**config.mk**
```make
export PLATFORM = sky130hd
export DESIGN_NAME = store_write_buffer
export DESIGN_NICKNAME = d
export VERILOG_FILES = /design/src/rtl/store_write_buffer_pkg.sv /design/src/rtl/store_align.sv /design/src/rtl/store_write_buffer.sv
export SDC_FILE = /design/constraint.sdc
export NUM_CORES = 1
export LEC_CHECK = 0
export ABC_AREA = 1
export ABC_CLOCK_PERIOD_IN_PS = 11450
export CAP_MARGIN = 10
export CORE_MARGIN = 4
export CORE_UTILIZATION = 45
export CTS_CLUSTER_DIAMETER = 60
export DETAILED_ROUTE_END_ITERATION = 16
export GPL_TIMING_DRIVEN = 0
export PLACE_DENSITY_LB_ADDON = 0.1
export SKIP_CTS_REPAIR_TIMING = 1
export SYNTH_ARGS = -nofsm -noshare
export SYNTH_HDL_FRONTEND = slang
export SYNTH_SLANG_ARGS = --single-unit
```
**constraint.sdc**
```tcl
create_clock -name CLK -period 11.45 [get_ports CLK]
set_clock_uncertainty 0.05 [all_clocks]
set_input_delay 1.145 -clock CLK [delete_from_list [all_inputs] [get_ports CLK]]
set_output_delay 1.145 -clock CLK [all_outputs]
set_load 0.01 [all_outputs]
```
**src/rtl/store_write_buffer_pkg.sv**
```systemverilog
// Shared encodings for the store write buffer.
// Store sizes, FSM states and the aligned-lane bundle.
package store_write_buffer_pkg;

    localparam logic [1:0] SZ_BYTE = 2'b00;
    localparam logic [1:0] SZ_HALF = 2'b01;
    localparam logic [1:0] SZ_WORD = 2'b10;

    typedef enum logic {
        IDLE = 1'b0,
        REQ  = 1'b1
    } state_e;

    typedef struct packed {
        logic [31:0] wd;
        logic [3:0]  be;
    } lane_t;

endpackage

```
**src/rtl/store_align.sv**
```systemverilog
// Byte-lane alignment of store data and byte-enable generation.
// Purely combinational; flags misaligned or reserved-size stores.
module store_align
    import store_write_buffer_pkg::*;
(
    input  logic [1:0]  size_i,
    input  logic [1:0]  addr_lo_i,
    input  logic [31:0] wd_i,
    output logic [31:0] wd_o,
    output logic [3:0]  be_o,
    output logic        misaligned_o
);

    lane_t lane;

    always_comb begin
        lane         = '0;
        misaligned_o = 1'b0;
        unique case (size_i)
            SZ_WORD: begin
                lane.wd      = wd_i;
                lane.be      = 4'b1111;
                misaligned_o = (addr_lo_i != 2'b00);
            end
            SZ_HALF: begin
                lane.wd      = {2{wd_i[15:0]}};
                lane.be      = 4'b0011 << addr_lo_i;
                misaligned_o = addr_lo_i[0];
            end
            SZ_BYTE: begin
                lane.wd = {4{wd_i[7:0]}};
                lane.be = 4'b0001 << addr_lo_i;
            end
            default: begin
                misaligned_o = 1'b1;
            end
        endcase
    end

    assign wd_o = lane.wd;
    assign be_o = lane.be;

endmodule

```
**src/rtl/store_write_buffer.sv**
```systemverilog
// Store queue between the MEM stage and data memory.
// Aligns stores, buffers them in a FIFO and drains via MREQ/MACK.
module store_write_buffer
    import store_write_buffer_pkg::*;
#(
    parameter int DEPTH = 2,
    parameter int AW    = 32
)
(
    input  logic          CLK,
    input  logic          RST_N,
    input  logic          WE,
    input  logic [1:0]    SIZE,
    input  logic [AW-1:0] ADDR,
    input  logic [31:0]   WD,
    output logic          STALL,
    output logic          ERR,
    output logic          FULL,
    output logic          EMPTY,
    output logic          MREQ,
    output logic [AW-1:0] MADDR,
    output logic [31:0]   MWD,
    output logic [3:0]    MBE,
    input  logic          MACK
);

    localparam int PW = (DEPTH > 1) ? $clog2(DEPTH) : 1;
    localparam int CW = $clog2(DEPTH + 1);
    localparam logic [CW-1:0] CNT_FULL = CW'(DEPTH);

    logic [31:0]   al_wd;
    logic [3:0]    al_be;
    logic          al_mis;

    state_e        state_q, state_d;
    logic [PW-1:0] wptr_q, wptr_d;
    logic [PW-1:0] rptr_q, rptr_d;
    logic [CW-1:0] count_q, count_d;
    logic          full_q, empty_q, err_q;
    logic [AW-1:0] maddr_q, maddr_d;
    logic [31:0]   mwd_q, mwd_d;
    logic [3:0]    mbe_q, mbe_d;

    logic [AW-1:0] addr_mem_q [DEPTH];
    logic [31:0]   wd_mem_q   [DEPTH];
    logic [3:0]    be_mem_q   [DEPTH];

    logic          enq, pop, load_head, bypass;
    logic [PW-1:0] head_idx;
    logic [AW-1:0] enq_addr;

    store_align u_align (
        .size_i       (SIZE),
        .addr_lo_i    (ADDR[1:0]),
        .wd_i         (WD),
        .wd_o         (al_wd),
        .be_o         (al_be),
        .misaligned_o (al_mis)
    );

    assign enq      = WE & ~full_q & ~al_mis;
    assign pop      = (state_q == REQ) & MACK;
    assign enq_addr = {ADDR[AW-1:2], 2'b00};

    always_comb begin
        wptr_d  = wptr_q;
        rptr_d  = rptr_q;
        count_d = count_q;
        if (enq) wptr_d = wptr_q + 1'b1;
        if (pop) rptr_d = rptr_q + 1'b1;
        unique case ({enq, pop})
            2'b10:   count_d = count_q + 1'b1;
            2'b01:   count_d = count_q - 1'b1;
            default: count_d = count_q;
        endcase
    end

    always_comb begin
        state_d   = state_q;
        load_head = 1'b0;
        head_idx  = rptr_q;
        unique case (state_q)
            IDLE: begin
                if (count_q != '0) begin
                    state_d   = REQ;
                    load_head = 1'b1;
                end
            end
            REQ: begin
                if (MACK) begin
                    head_idx = rptr_q + 1'b1;
                    if (count_d != '0) load_head = 1'b1;
                    else               state_d   = IDLE;
                end
            end
        endcase
    end

    // A store entering on the pop edge may become the new head at once.
    assign bypass = enq & (wptr_q == head_idx);

    always_comb begin
        maddr_d = maddr_q;
        mwd_d   = mwd_q;
        mbe_d   = mbe_q;
        if (load_head) begin
            if (bypass) begin
                maddr_d = enq_addr;
                mwd_d   = al_wd;
                mbe_d   = al_be;
            end else begin
                maddr_d = addr_mem_q[head_idx];
                mwd_d   = wd_mem_q[head_idx];
                mbe_d   = be_mem_q[head_idx];
            end
        end
    end

    always_ff @(posedge CLK or negedge RST_N) begin
        if (!RST_N) state_q <= IDLE;
        else        state_q <= state_d;
    end

    always_ff @(posedge CLK or negedge RST_N) begin
        if (!RST_N) begin
            wptr_q  <= '0;
            rptr_q  <= '0;
            count_q <= '0;
            full_q  <= 1'b0;
            empty_q <= 1'b1;
            err_q   <= 1'b0;
            maddr_q <= '0;
            mwd_q   <= '0;
            mbe_q   <= '0;
        end else begin
            wptr_q  <= wptr_d;
            rptr_q  <= rptr_d;
            count_q <= count_d;
            full_q  <= (count_d == CNT_FULL);
            empty_q <= (count_d == '0);
            err_q   <= WE & ~full_q & al_mis;
            maddr_q <= maddr_d;
            mwd_q   <= mwd_d;
            mbe_q   <= mbe_d;
        end
    end

    // Entry storage needs no reset: count and pointers define validity.
    always_ff @(posedge CLK) begin
        if (enq) begin
            addr_mem_q[wptr_q] <= enq_addr;
            wd_mem_q[wptr_q]   <= al_wd;
            be_mem_q[wptr_q]   <= al_be;
        end
    end

    assign STALL = WE & full_q;
    assign ERR   = err_q;
    assign FULL  = full_q;
    assign EMPTY = empty_q;
    assign MREQ  = (state_q == REQ);
    assign MADDR = maddr_q;
    assign MWD   = mwd_q;
    assign MBE   = mbe_q;

endmodule

```
# [Word-level counts from Yosys, hierarchy flattened]
# Memory sizes are Yosys's and may differ from the RTL's. A register that Yosys moved wholly into a read port is not among the register bits.
# Cells that the tools add are included.
[op_classes] bitwise=9 shifts=2 div=0 n_lt_le_gt_ge=0 n_mul=0 addsub=4 n_reduce_logical=8 n_eq_ne=6 mux=14
[op_table] op="$pmux 36 s3" count=1
[op_table] op="$mux 32" count=1
[op_table] op="$mux 1" count=8
[op_table] op="$and 1x1->1" count=6
[op_table] op="$eq 2x2->1 const B" count=3
[op_table] op="$reduce_bool 2->1" count=3
[op_table] op="$eq 2x1->1 const B" count=2
[op_table] op="$logic_not 2->1" count=2
[op_table] op="$pmux 1 s2" count=2
[op_table] op="$pmux 2 s2" count=1
[op_table] op="$shl 1x2->4 const A" count=1
[op_table] op="$shl 2x2->4 const A" count=1
[op_table] op="$logic_not 1->1" count=3
[op_table] op="$not 1->1" count=3
[op_table] op="$pmux 1 s3" count=1
[op_table] op="$add 1x1->1 const B" count=2
[op_table] op="$add 2x1->2 const B" count=1
[op_table] op="$sub 2x1->2 const B" count=1
[op_table] op="$eq 1x1->1" count=1
[totals] mem_bits_rw=132 latch_bits=0 out_inout_bits=73 wordCells=54 input_bits=70 ff_bits=40 mem_bits_ro=0 mem_count=3
[memory_table] name="wd_mem_q" words=2 width=32 rd=1 rd_ports_with_merged_regs=1 wr=1 line_no="store_write_buffer.sv:45" rtl="logic [31:0] wd_mem_q [DEPTH];"
[memory_table] name="addr_mem_q" words=2 width=30 rd=1 rd_ports_with_merged_regs=1 wr=1 line_no="store_write_buffer.sv:44" rtl="logic [AW-1:0] addr_mem_q [DEPTH];"
[memory_table] name="be_mem_q" words=2 width=4 rd=1 rd_ports_with_merged_regs=1 wr=1 line_no="store_write_buffer.sv:46" rtl="logic [3:0] be_mem_q [DEPTH];"

# [Depth between registers and ports, before layout]
# Gate-level depths: netlist of the first run.
[depth] ltp_word=10 depth_mapped=16 depth_no_buf=13

# [Hierarchy]
# Synthesis of the first run repeated with hierarchy kept, for this count alone.
[unflattened] cells_unflattened=1004 area_unflattened_um2=9222.6
[modules_own_cells] mod="store_write_buffer" cells_each=903 instances=1 area_each_um2=8762.2 seq_area_each_um2=5816.8
[modules_own_cells] mod="store_align" cells_each=101 instances=1 area_each_um2=460.4 seq_area_each_um2=0.0

# [Least setup slack after synthesis of the first run]
# Ideal clock, no wire load.
[synth_timing] kind="input-to-reg" start="input port ADDR[0]" end="memory addr_mem_q[0][0] (netlist name) (enable)" n_path_buf=1 path_slack_ns=6.481 stages=4 required_time_ns=10.910 arrival_time_ns=4.429 setup_time_ns=0.490 path_cell_list="o21ai_1 > nand3_2 > buf_2 > nor2_1"
[synth_between] elab_chain_len=6
[synth_rtl] element="start: declaration" line_no="store_write_buffer.sv:14" rtl="input logic [AW-1:0] ADDR,"
[synth_rtl] element="$reduce_bool 2->1" line_no="store_align.sv:23" rtl="misaligned_o = (addr_lo_i != 2'b00);"
[synth_rtl] element="$pmux 1 s3 *" line_no="store_align.sv:19" rtl="unique case (size_i)"
[synth_rtl] element="$not 1->1 *" line_no="store_write_buffer.sv:61" rtl="assign enq = WE & ~full_q & ~al_mis;"
[synth_rtl] element="$and 1x1->1 *" line_no="store_write_buffer.sv:61"
[synth_rtl] element="$mux 1 *" line_no="store_write_buffer.sv:150" rtl="if (enq) begin"
[synth_rtl] element="$mux 1 (implied by the code) *" line_no="store_write_buffer.sv:151" rtl="addr_mem_q[wptr_q] <= enq_addr;"
[synth_rtl] element="end: declaration" line_no="store_write_buffer.sv:44"
# Mark *: on every way between the ends. The rest lies on a longest branch, timed or not.

# [Worst setup path after layout of the first run]
[layout_timing] start="input port WE" end="register mwd_q[22] (netlist: MWD[22]) (read register of wd_mem_q)"
[layout_between] elab_chain_len=8 elab_cells_between_ends=9 cone_classes="eq/ne (2); mux (4); bitwise (2); reduce/logical (1)"
[layout_rtl] element="start: declaration" line_no="store_write_buffer.sv:12" rtl="input logic WE,"
[layout_rtl] element="$and 1x1->1 * (2 in a row)" line_no="store_write_buffer.sv:61"
[layout_rtl] element="$eq 2x1->1 or $eq 2x2->1 (tied branches)" line_no="store_write_buffer.sv:71" rtl="unique case ({enq, pop})"
[layout_rtl] element="$pmux 2 s2 *" line_no="store_write_buffer.sv:71"
[layout_rtl] element="$reduce_bool 2->1 *" line_no="store_write_buffer.sv:92" rtl="if (count_d != '0) load_head = 1'b1;"
[layout_rtl] element="$mux 1 *" line_no="store_write_buffer.sv:92"
[layout_rtl] element="$mux 1 *" line_no="store_write_buffer.sv:90" rtl="if (MACK) begin"
[layout_rtl] element="$pmux 1 s2 *" line_no="store_write_buffer.sv:82" rtl="unique case (state_q)"
[layout_rtl] element="end: declaration" line_no="store_write_buffer.sv:41" rtl="logic [31:0] mwd_q, mwd_d;"
# Marked as above.
# A chain may end at the register's enable or synchronous reset.

==> results of run 1 <==
-- cells in the final DEF (no fill, tap or decap), types with 2 or more instances in the layout --
| master | count |
|---|---|
| conb_1 | 2 |
| o21ai_0 | 66 |
| inv_1 | 30 |
| inv_2 | 3 |
| nand3_1 | 75 |
| xor2_1 | 2 |
| nor2_4 | 3 |
| clkbuf_16 | 23 |
| nor2_2 | 2 |
| nand2_1 | 507 |
| clkinv_1 | 6 |
| buf_2 | 23 |
| edfxtp_1 | 132 |
| dfrtp_1 | 73 |
| nor2_1 | 10 |
| clkdlybuf4s50_1 | 139 |
| buf_6 | 4 |
| clkbuf_1 | 26 |
| o21ai_1 | 18 |
| clkbuf_8 | 2 |
| a21oi_1 | 3 |
| buf_12 | 4 |
| buf_4 | 15 |
| o211ai_1 | 7 |
-- routing by layer --
metal	share of wire, %	routed length, um	vias up
met4	1.6	380	0
met3	5.9	1410	30
met2	47	11200	217
met5	0	0	-
met1	46	11000	3462
li1	-	-	3607
-- worst paths after layout --
path,slack [ns],to,cells after the start
worst min register to register,0.45,MWD[16]$_DFFE_PN0P_,2
worst min-delay path,0.45,MWD[16]$_DFFE_PN0P_,2
max in group asynchronous,10.17,EMPTY$_DFF_PN1_,2
min in group asynchronous,0.55,MADDR[16]$_DFFE_PN0P_,1
worst max register to register,8.37,MWD[22]$_DFFE_PN0P_,14
worst max-delay path,7.62,MWD[22]$_DFFE_PN0P_,16
-- registers in the layout (all words and copies together), names as in the netlist --
signal	count
EMPTY	1
ERR	1
FULL	1
MADDR	30
MBE	4
MREQ	1
MWD	32
addr_mem_q	60
be_mem_q	8
count_q	2
rptr_q	1
wd_mem_q	64
wptr_q	1
-- cells by family after synthesis --
| group | after synthesis | synth area share, % |
|---|---|---|
| compound gates | 97 | 5.56 |
| fa+ha+maj | 1 | 0.136 |
| other cells | 1 | 0.0408 |
| simple gates | 601 | 25.8 |
| buf+inv | 94 | 5.04 |
| xor+xnor | 2 | 0.190 |
| flops | 206 | 63.2 |
-- power groups by stage --
stage,logic (mW),registers [mW],clock network (mW)
2_1_floorplan,0.643,1.12,0
3_3_place_gp,1.18,1.08,0
3_5_place_dp,1.20,1.07,0
4_1_cts,1.21,1.06,0.700
5_1_grt,1.35,1.08,0.737
6_report,1.20,1.06,0.690
-- cell usage after synthesis (all sizes together), types with 2 or more instances --
cell type,instances,area (um^2)
buf,42,269
inv,33,124
nand3,76,385
nand2,508,1910
edfxtp,132,3960
clkbuf,18,67.6
dfrtp,73,1830
xor2,2,17.5
o21ai,85,429
o211ai,7,52.6
a21oi,3,15.0
nor2,15,68.8
-- critical path: stages --
cell	delay [ns]
clkdlybuf4s50_1	0.48
inv_1	0.04
nor2_1	0.26
nand3_2	0.34
buf_2	0.33
ha_1	0.33
inv_1	0.08
nand3_1	0.07
nand2_1	0.09
nand3_1	0.11
nand2_1	0.20
nand2_1	0.12
buf_4	0.23
buf_6	0.16
nand2_1	0.09
nand2_1	0.06
-- layout make-up --
| type | count | area [um^2] | area share (%) |
|---|---|---|---|
| multi-input combinational | 703 | 2940 | 25.0 |
| sequential | 206 | 5820 | 49.5 |
| timing repair buffer | 145 | 1510 | 12.8 |
| buffer | 60 | 337 | 2.86 |
| inverter | 34 | 128 | 1.09 |
| clock buffer | 33 | 633 | 5.38 |
| clock inverter | 8 | 62.6 | 0.532 |
| tap | 270 | 338 | 2.87 |
==> flow_summary.toml, run 1 <==
[job]
cap_violations = 0

[grt]
grt_max_degree = 43
first_global_vias = 6958
busiest_layer = "met2"
track_usage_pct = 21.3
grt_util_met3_pct = 3.35
use_met1_pct = 31.3
grt_use_met2_pct = 33.7
grt_pass1_wl_um = 38000
grt_antenna_before_repair = 0
overflow = 0

[yosys]
ys.flop_type = "edfxtp_1"
synth_edf_count = 132
synthArstFlopShare_pct = 35.9
syn-cell-area_um2 = 9200
ys_ff_latch = 206
synth.yosys.seq_area_share_pct = 63.2
syn_area_per_cell_um2 = 9.18
ys.warnings.count = 0
synth_cell_types = 30
netlist_instances = 1002

[sta]
tns_ns = 0
rsz0062_at_grt = "no"
period_minus_slack_ns = 3.83
relSlewSlack_pct = 48.2
setup_viol = 0
fin_crit_sh_pct = 33.4
hold_ws_ns = 0.453
hold_viol = 0
fin_ws_ns = 7.62
clock.fmax_mhz = 261
tightestPinTransition_ns = 0.775
slew_violations = 0

[die]
core_um2 = 20200
die_area_um2 = 22800
rows = 52
start_util_pct = 45.6
die_y_um = 151
ioPinCount = 143
die_w_um = 151

[placed_design]
dp_cells = 1418
place_area_um2 = 11100
portBuffers = 140
place.gp.congestion = 0.840
hpwl_um = 16500
pre_cts_slack_ns = 7.09

[run_status]
status = "finished, final reports clean"

[pwr]
ir_drop_mv = 0.134
seqPwrFrac_pct = 36.0
leakage_nw = 5.20
clkPwrFrac_pct = 23.4
internal_power_mw = 1.87
power_mw = 2.95
netSwitchingFraction_pct = 36.7
p_comb_share_pct = 40.6
p_sw_mw = 1.08
p_per_area_nw_per_um2 = 251

[clock_tree]
clkLatencyLatePin_ns = 0.49
cts_buffers = 23
cts_root_buffer = "clkbuf_16"
cts.sinks = 206
cts_tree = "done"
clkTransAtPathRegs_ns = 0.06
h-tree-depth = 1
cts_buffer_depth = 3

[final_layout]
diodes = 0
finalNetCount = 1244
syn2layout_area_growth_pct = 27.8
final_core_util_pct = 58.3
drive_above_1_share_pct = 7.32
fillers = 1819
design_area_um2 = 11800
final_cells = 1459

[setup_path]
cp.required_ns = 11.78
crit_fanout = 10
worstSetupStartpoint = "WE"
path_class = "primary input to flip-flop"
worstSetupStartpointType = "primary input"
reg2reg_from = "FULL$_DFF_PN0_"
crit_path_end_kind = "flip-flop"
critical_path_arrival_ns = 4.16

[hold_path]
hold_path.class = "flip-flop to flip-flop"
hp-start = "MWD[16]$_DFFE_PN0P_"

[route]
drt-initial-drc-count = 407
vias_per_cell = 5.01
wire_per_inst_um = 16.5
drc = 0
postRouteAntennaNets = 0
finalWirelength_um = 24100
firstDrtPassIters = 5
via_count = 7316
No activity file was read; power rests on OpenSTA's default activity.
==> run 2, diff against run 1 <==
--- a/config.mk
+++ b/config.mk
@@ -6,7 +6,7 @@
 export NUM_CORES = 1
 export LEC_CHECK = 0
 export ABC_AREA = 1
-export ABC_CLOCK_PERIOD_IN_PS = 11450
+export ABC_CLOCK_PERIOD_IN_PS = 3900
 export CAP_MARGIN = 10
 export CORE_MARGIN = 4
 export CORE_UTILIZATION = 45
==> constraint.sdc (replaced) <==
create_clock -name CLK -period 3.9 [get_ports CLK]
set_clock_uncertainty 0.05 [all_clocks]
set_input_delay 0.39 -clock CLK [delete_from_list [all_inputs] [get_ports CLK]]
set_output_delay 0.39 -clock CLK [all_outputs]
set_load 0.01 [all_outputs]
==> run 2 against run 1 <==
Against the previous run:
- cell area hardly changed
- global-route usage stayed put
- hold slack worse by 0.096 ns
- sequential share of layout area hardly changed
- register-to-register slack worse by 7.6 ns
- combinational power grew to 2.9 times the previous value
==> flow_summary.toml, run 2 (synthesis results as in run 1) <==
[placed_design]
hpwl_um = 16500
portBuffers = 140
place.gp.congestion = 0.840

[final_layout]
drive_above_1_share_pct = 7.31
seq_area_um2 = 5820
syn2layout_area_growth_pct = 27.9
fillers = 1818
most-common-layout-cells = "nand2_1, clkdlybuf4s50_1, edfxtp_1"
final_common_cell = "nand2_1"
multiInputGateArea_um2 = 2940
finalNetCount = 1245
largest_reg_flops = 64
diodes = 0
largest_register = "wd_mem_q"

[route]
postRouteAntennaNets = 0
vias_per_cell = 5.01
firstDrtPassIters = 7
drc = 0
wire_per_inst_um = 16.4
drt-initial-drc-count = 405
finalWirelength_um = 24000
via_count = 7320

[sta]
relSlewSlack_pct = 48.5
hold_viol = 0
fin_crit_sh_pct = 79.1
clock.fmax_mhz = 324
hold_ws_ns = 0.357
rsz0062_at_grt = "no"
slew_violations = 0
tightestPinTransition_ns = 0.770
tns_ns = 0
setup_viol = 0
period_minus_slack_ns = 3.08

[die]
start_util_pct = 45.6
die_area_um2 = 22800
rows = 52
die_y_um = 151
core_um2 = 20200
ioPinCount = 143
die_w_um = 151

[clock_tree]
h-tree-depth = 1
cts.sinks = 206
clkTransAtPathRegs_ns = 0.06
cts_buffer_depth = 3
cts_root_buffer = "clkbuf_16"
clkLatencyLatePin_ns = 0.49
cts_tree = "done"
cts_buffers = 23

[setup_path]
cp.required_ns = 4.23
cpMaxStageDelayCell = "clkdlybuf4s50_1"
crit_path_end_kind = "flip-flop"
crit_fanout = 10
cp_common_cell = "nand2_1"
worstSetupStartpointType = "primary input"
path_class = "primary input to flip-flop"
cp_cell_sequence = "clkdlybuf4s50_1 > inv_1 > nor2_1 > nand3_2 > buf_2 > ha_1 > inv_1 > nand3_1 > nand2_1 > nand3_1 > nand2_1 > nand2_1 > buf_4 > buf_6 > nand2_1 > nand2_1"
slowest_delay_ns = 0.48
critical_path_arrival_ns = 3.41

[grt]
grt_antenna_before_repair = 0
track_usage_pct = 21.3
overflow = 0
grt_pass1_wl_um = 38000
grt_max_degree = 43
first_global_vias = 6958

[pwr]
leakage_nw = 5.20
p_per_area_nw_per_um2 = 735
internal_power_mw = 5.48
netSwitchingFraction_pct = 36.7
ir_drop_mv = 0.394
clkPwrFrac_pct = 23.4
seqPwrFrac_pct = 36.0
p_comb_share_pct = 40.6
p_sw_mw = 3.17

[run_status]
status = "finished, final reports clean"

[hold_path]
hold_path.class = "primary input to asynchronous set/reset pin"

[job]
cap_violations = 0
-- run 2: through the flow --
stage	std cells	setup slack, ns	total power, mW	utilization [%]	instance area (um^2)
after floorplan	1003	-0.326	5.17	-	9210
after global placement	1413	-3.17	6.63	54.3	10900
after detailed placement	1418	0.294	6.68	54.9	11100
after CTS	1459	0.776	8.72	58.3	11800
after global routing	1460	0.555	9.28	58.4	11800
final	1460	0.816	8.65	58.4	11800
-- run 2: path summary, 6_finish.rpt --
check,from,endpoint,slack (ns),depth (start not counted)
max in group asynchronous,RST_N,EMPTY$_DFF_PN1_,2.81,3
worst max-delay path,WE,MWD[22]$_DFFE_PN0P_,0.82,16
min in group CLK,ADDR[19],addr_mem_q[0][17]$_DFFE_PP_,0.45,1
worst min-delay path,RST_N,MADDR[16]$_DFFE_PN0P_,0.36,2
worst max register to register,FULL$_DFF_PN0_,MWD[22]$_DFFE_PN0P_,0.82,14
worst min register to register,MWD[16]$_DFFE_PN0P_,MWD[16]$_DFFE_PN0P_,0.45,2
-- run 2: area by class of cell --
class / instances / share of cell area [%]
sequential: 206 / 49.4
multi-input combinational: 703 / 25.0
timing repair buffer: 146 / 12.9
clock buffer: 33 / 5.38
tap: 270 / 2.87
buffer: 60 / 2.86
inverter: 34 / 1.08
clock inverter: 8 / 0.532
-- run 2: layer usage --
layer | wire length (um) | part of all wire [%] | track usage [%] | vias to the layer above
met5 | 0 | 0 | 0 | -
met3 | 1560 | 6.5 | 3.35 | 28
li1 | - | - | - | 3612
met1 | 10900 | 45 | 31.3 | 3438
met2 | 11200 | 47 | 33.7 | 242
met4 | 349 | 1.5 | 4.81 | 0
-- run 2: power groups by stage --
stage	logic (mW)	registers [mW]	clock network (mW)
CTS	3.55	3.11	2.05
floorplan	1.89	3.28	0
detailed placement	3.53	3.15	0
finish	3.51	3.11	2.02
global placement	3.46	3.17	0
global route	3.96	3.16	2.16
-- run 2: worst max-delay path: cells and delay by family --
family                     cells  cell delay (ns)
and+or+nand+nor                9             1.34
buffers and inverters          6             1.32
adders and majority gates      1             0.33
==> run 3, diff against run 2 <==
--- a/config.mk
+++ b/config.mk
@@ -6,7 +6,7 @@
 export NUM_CORES = 1
 export LEC_CHECK = 0
 export ABC_AREA = 1
-export ABC_CLOCK_PERIOD_IN_PS = 3900
+export ABC_CLOCK_PERIOD_IN_PS = 2600
 export CAP_MARGIN = 10
 export CORE_MARGIN = 4
 export CORE_UTILIZATION = 45
==> constraint.sdc (replaced) <==
create_clock -name CLK -period 2.6 [get_ports CLK]
set_clock_uncertainty 0.05 [all_clocks]
set_input_delay 0.26 -clock CLK [delete_from_list [all_inputs] [get_ports CLK]]
set_output_delay 0.26 -clock CLK [all_outputs]
set_load 0.01 [all_outputs]
==> run 3 against run 2 <==
Against the previous run:
- first-iteration DRC count rose by 42%
- count of clock-buffer cells in the layout fell by 2
- worst setup slack got worse by 0.62 ns
- via count fell by 0.66%
- hold slack got worse by 0.17 ns
- critical path depth fell by 2
- clock power rose by 52%
- non-clock buffer count rose by 2
- largest power group unchanged
==> flow_summary.toml, run 3 (synthesis results as in run 1) <==
[route]
via_count = 7272
wire_per_inst_um = 16.5
postRouteAntennaNets = 0
finalWirelength_um = 24100
drc = 0
vias_per_cell = 4.97
drt-initial-drc-count = 576
firstDrtPassIters = 5

[clock_tree]
clkLatencyLatePin_ns = 0.51
cts_tree = "done"
clkTransAtPathRegs_ns = 0.06
cts.sinks = 206
h-tree-depth = 1
cts_buffers = 23
cts_buffer_depth = 3
cts_root_buffer = "clkbuf_16"

[placed_design]
portBuffers = 140
place.gp.congestion = 0.841
hpwl_um = 16400
pre_cts_slack_ns = -0.752

[pwr]
p_per_area_nw_per_um2 = 1110
power_mw = 13.1
leakage_nw = 5.25
ir_drop_mv = 0.615

[grt]
first_global_vias = 6990
grt_max_degree = 46
grt_pass1_wl_um = 38100
overflow = 0
grt_antenna_before_repair = 0
track_usage_pct = 21.3

[sta]
slew_violations = 0
period_minus_slack_ns = 2.41
rsz0062_at_grt = "yes"
relSlewSlack_pct = 54.2
setup_viol = 0
hold_viol = 0
fin_ws_ns = 0.193
fin_crit_sh_pct = 92.6
hold_ws_ns = 0.184
tightestPinTransition_ns = 0.685
tns_ns = 0
clock.fmax_mhz = 415

[final_layout]
diodes = 0
final_common_cell = "nand2_1"
largest_reg_flops = 64
syn2layout_area_growth_pct = 28.9
fillers = 1784
drive_above_1_share_pct = 8.21
largest_register = "wd_mem_q"
most-common-layout-cells = "nand2_1, clkdlybuf4s50_1, edfxtp_1"
finalNetCount = 1247

[setup_path]
r2r-end = "MWD[13]$_DFFE_PN0P_"
cp.required_ns = 2.94
reg2reg_from = "FULL$_DFF_PN0_"
rrSetupSlack_ns = 0.19
crit_path_end_kind = "flip-flop"
critical_path_arrival_ns = 2.75
crit_fanout = 10
reg2regPathDepth = 14
worstSetupStartpointType = "flip-flop"
path_class = "flip-flop to flip-flop"

[die]
rows = 52
die_area_um2 = 22800
die_y_um = 151
core_um2 = 20200
ioPinCount = 143
start_util_pct = 45.6
die_w_um = 151

[run_status]
status = "finished, final reports clean"

[job]
cap_violations = 0

[hold_path]
hold_path.class = "primary input to asynchronous set/reset pin"
==> run 3: worst max-delay path by stage <==
stage | start | to | slack, ns | cells after the start
after floorplan | FULL$_DFF_PN0_ | addr_mem_q[1][0]$_DFFE_PP_ | -0.52 | 4
after global placement | SIZE[0] | addr_mem_q[1][29]$_DFFE_PP_ | -2.29 | 5
after detailed placement | SIZE[0] | MWD[1]$_DFFE_PN0P_ | -0.75 | 15
after CTS | FULL$_DFF_PN0_ | MWD[25]$_DFFE_PN0P_ | -0.36 | 13
after global routing | FULL$_DFF_PN0_ | MWD[13]$_DFFE_PN0P_ | -0.004 | 14
final | FULL$_DFF_PN0_ | MWD[13]$_DFFE_PN0P_ | 0.19 | 14
==> run 3: per-layer routing <==
layer / share of wire, % / global-route usage, %
met2: 46 / 33.4
met5: 0 / 0
met3: 5.5 / 2.99
met1: 47 / 31.7
met4: 1.3 / 4.71
==> run 3: where the power goes <==
| part | leakage, nW | internal [mW] | switching [mW] |
|---|---|---|---|
| sequential | 2.13 | 4.29 | 0.363 |
| combinational | 2.76 | 2.18 | 3.20 |
| clock | 0.358 | 1.82 | 1.27 |
| total | 5.25 | 8.29 | 4.83 |
==> run 3: worst max-delay path: stages, from the launching register on <==
cell,delay (ns)
dfrtp_1,0.42
nor2_4,0.16
nand3_4,0.10
buf_6,0.17
ha_1,0.30
inv_1,0.08
nand3_1,0.07
nand2_1,0.10
nand3_1,0.11
nand2_2,0.15
nand2_2,0.12
buf_6,0.19
buf_6,0.14
nand2_1,0.08
nand2_1,0.05
==> run 3: through the flow <==
stage                     instance area [um^2]  instances  util (%)
final                                    11900       1463      58.8
after global placement                   10900       1413      54.3
after floorplan                           9210       1003         -
after global routing                     11900       1463      58.8
after detailed placement                 11100       1418      54.9
after CTS                                11800       1460      58.5
==> run 3: final cells by class <==
class	instances	area [um^2]	share of cell area, %
buffer	60	358	3.02
clock buffer	31	636	5.36
clock inverter	11	83.8	0.707
inverter	34	128	1.08
multi-input combinational	703	2960	24.9
sequential	206	5820	49.0
tap	270	338	2.85
timing repair buffer	148	1540	13.0
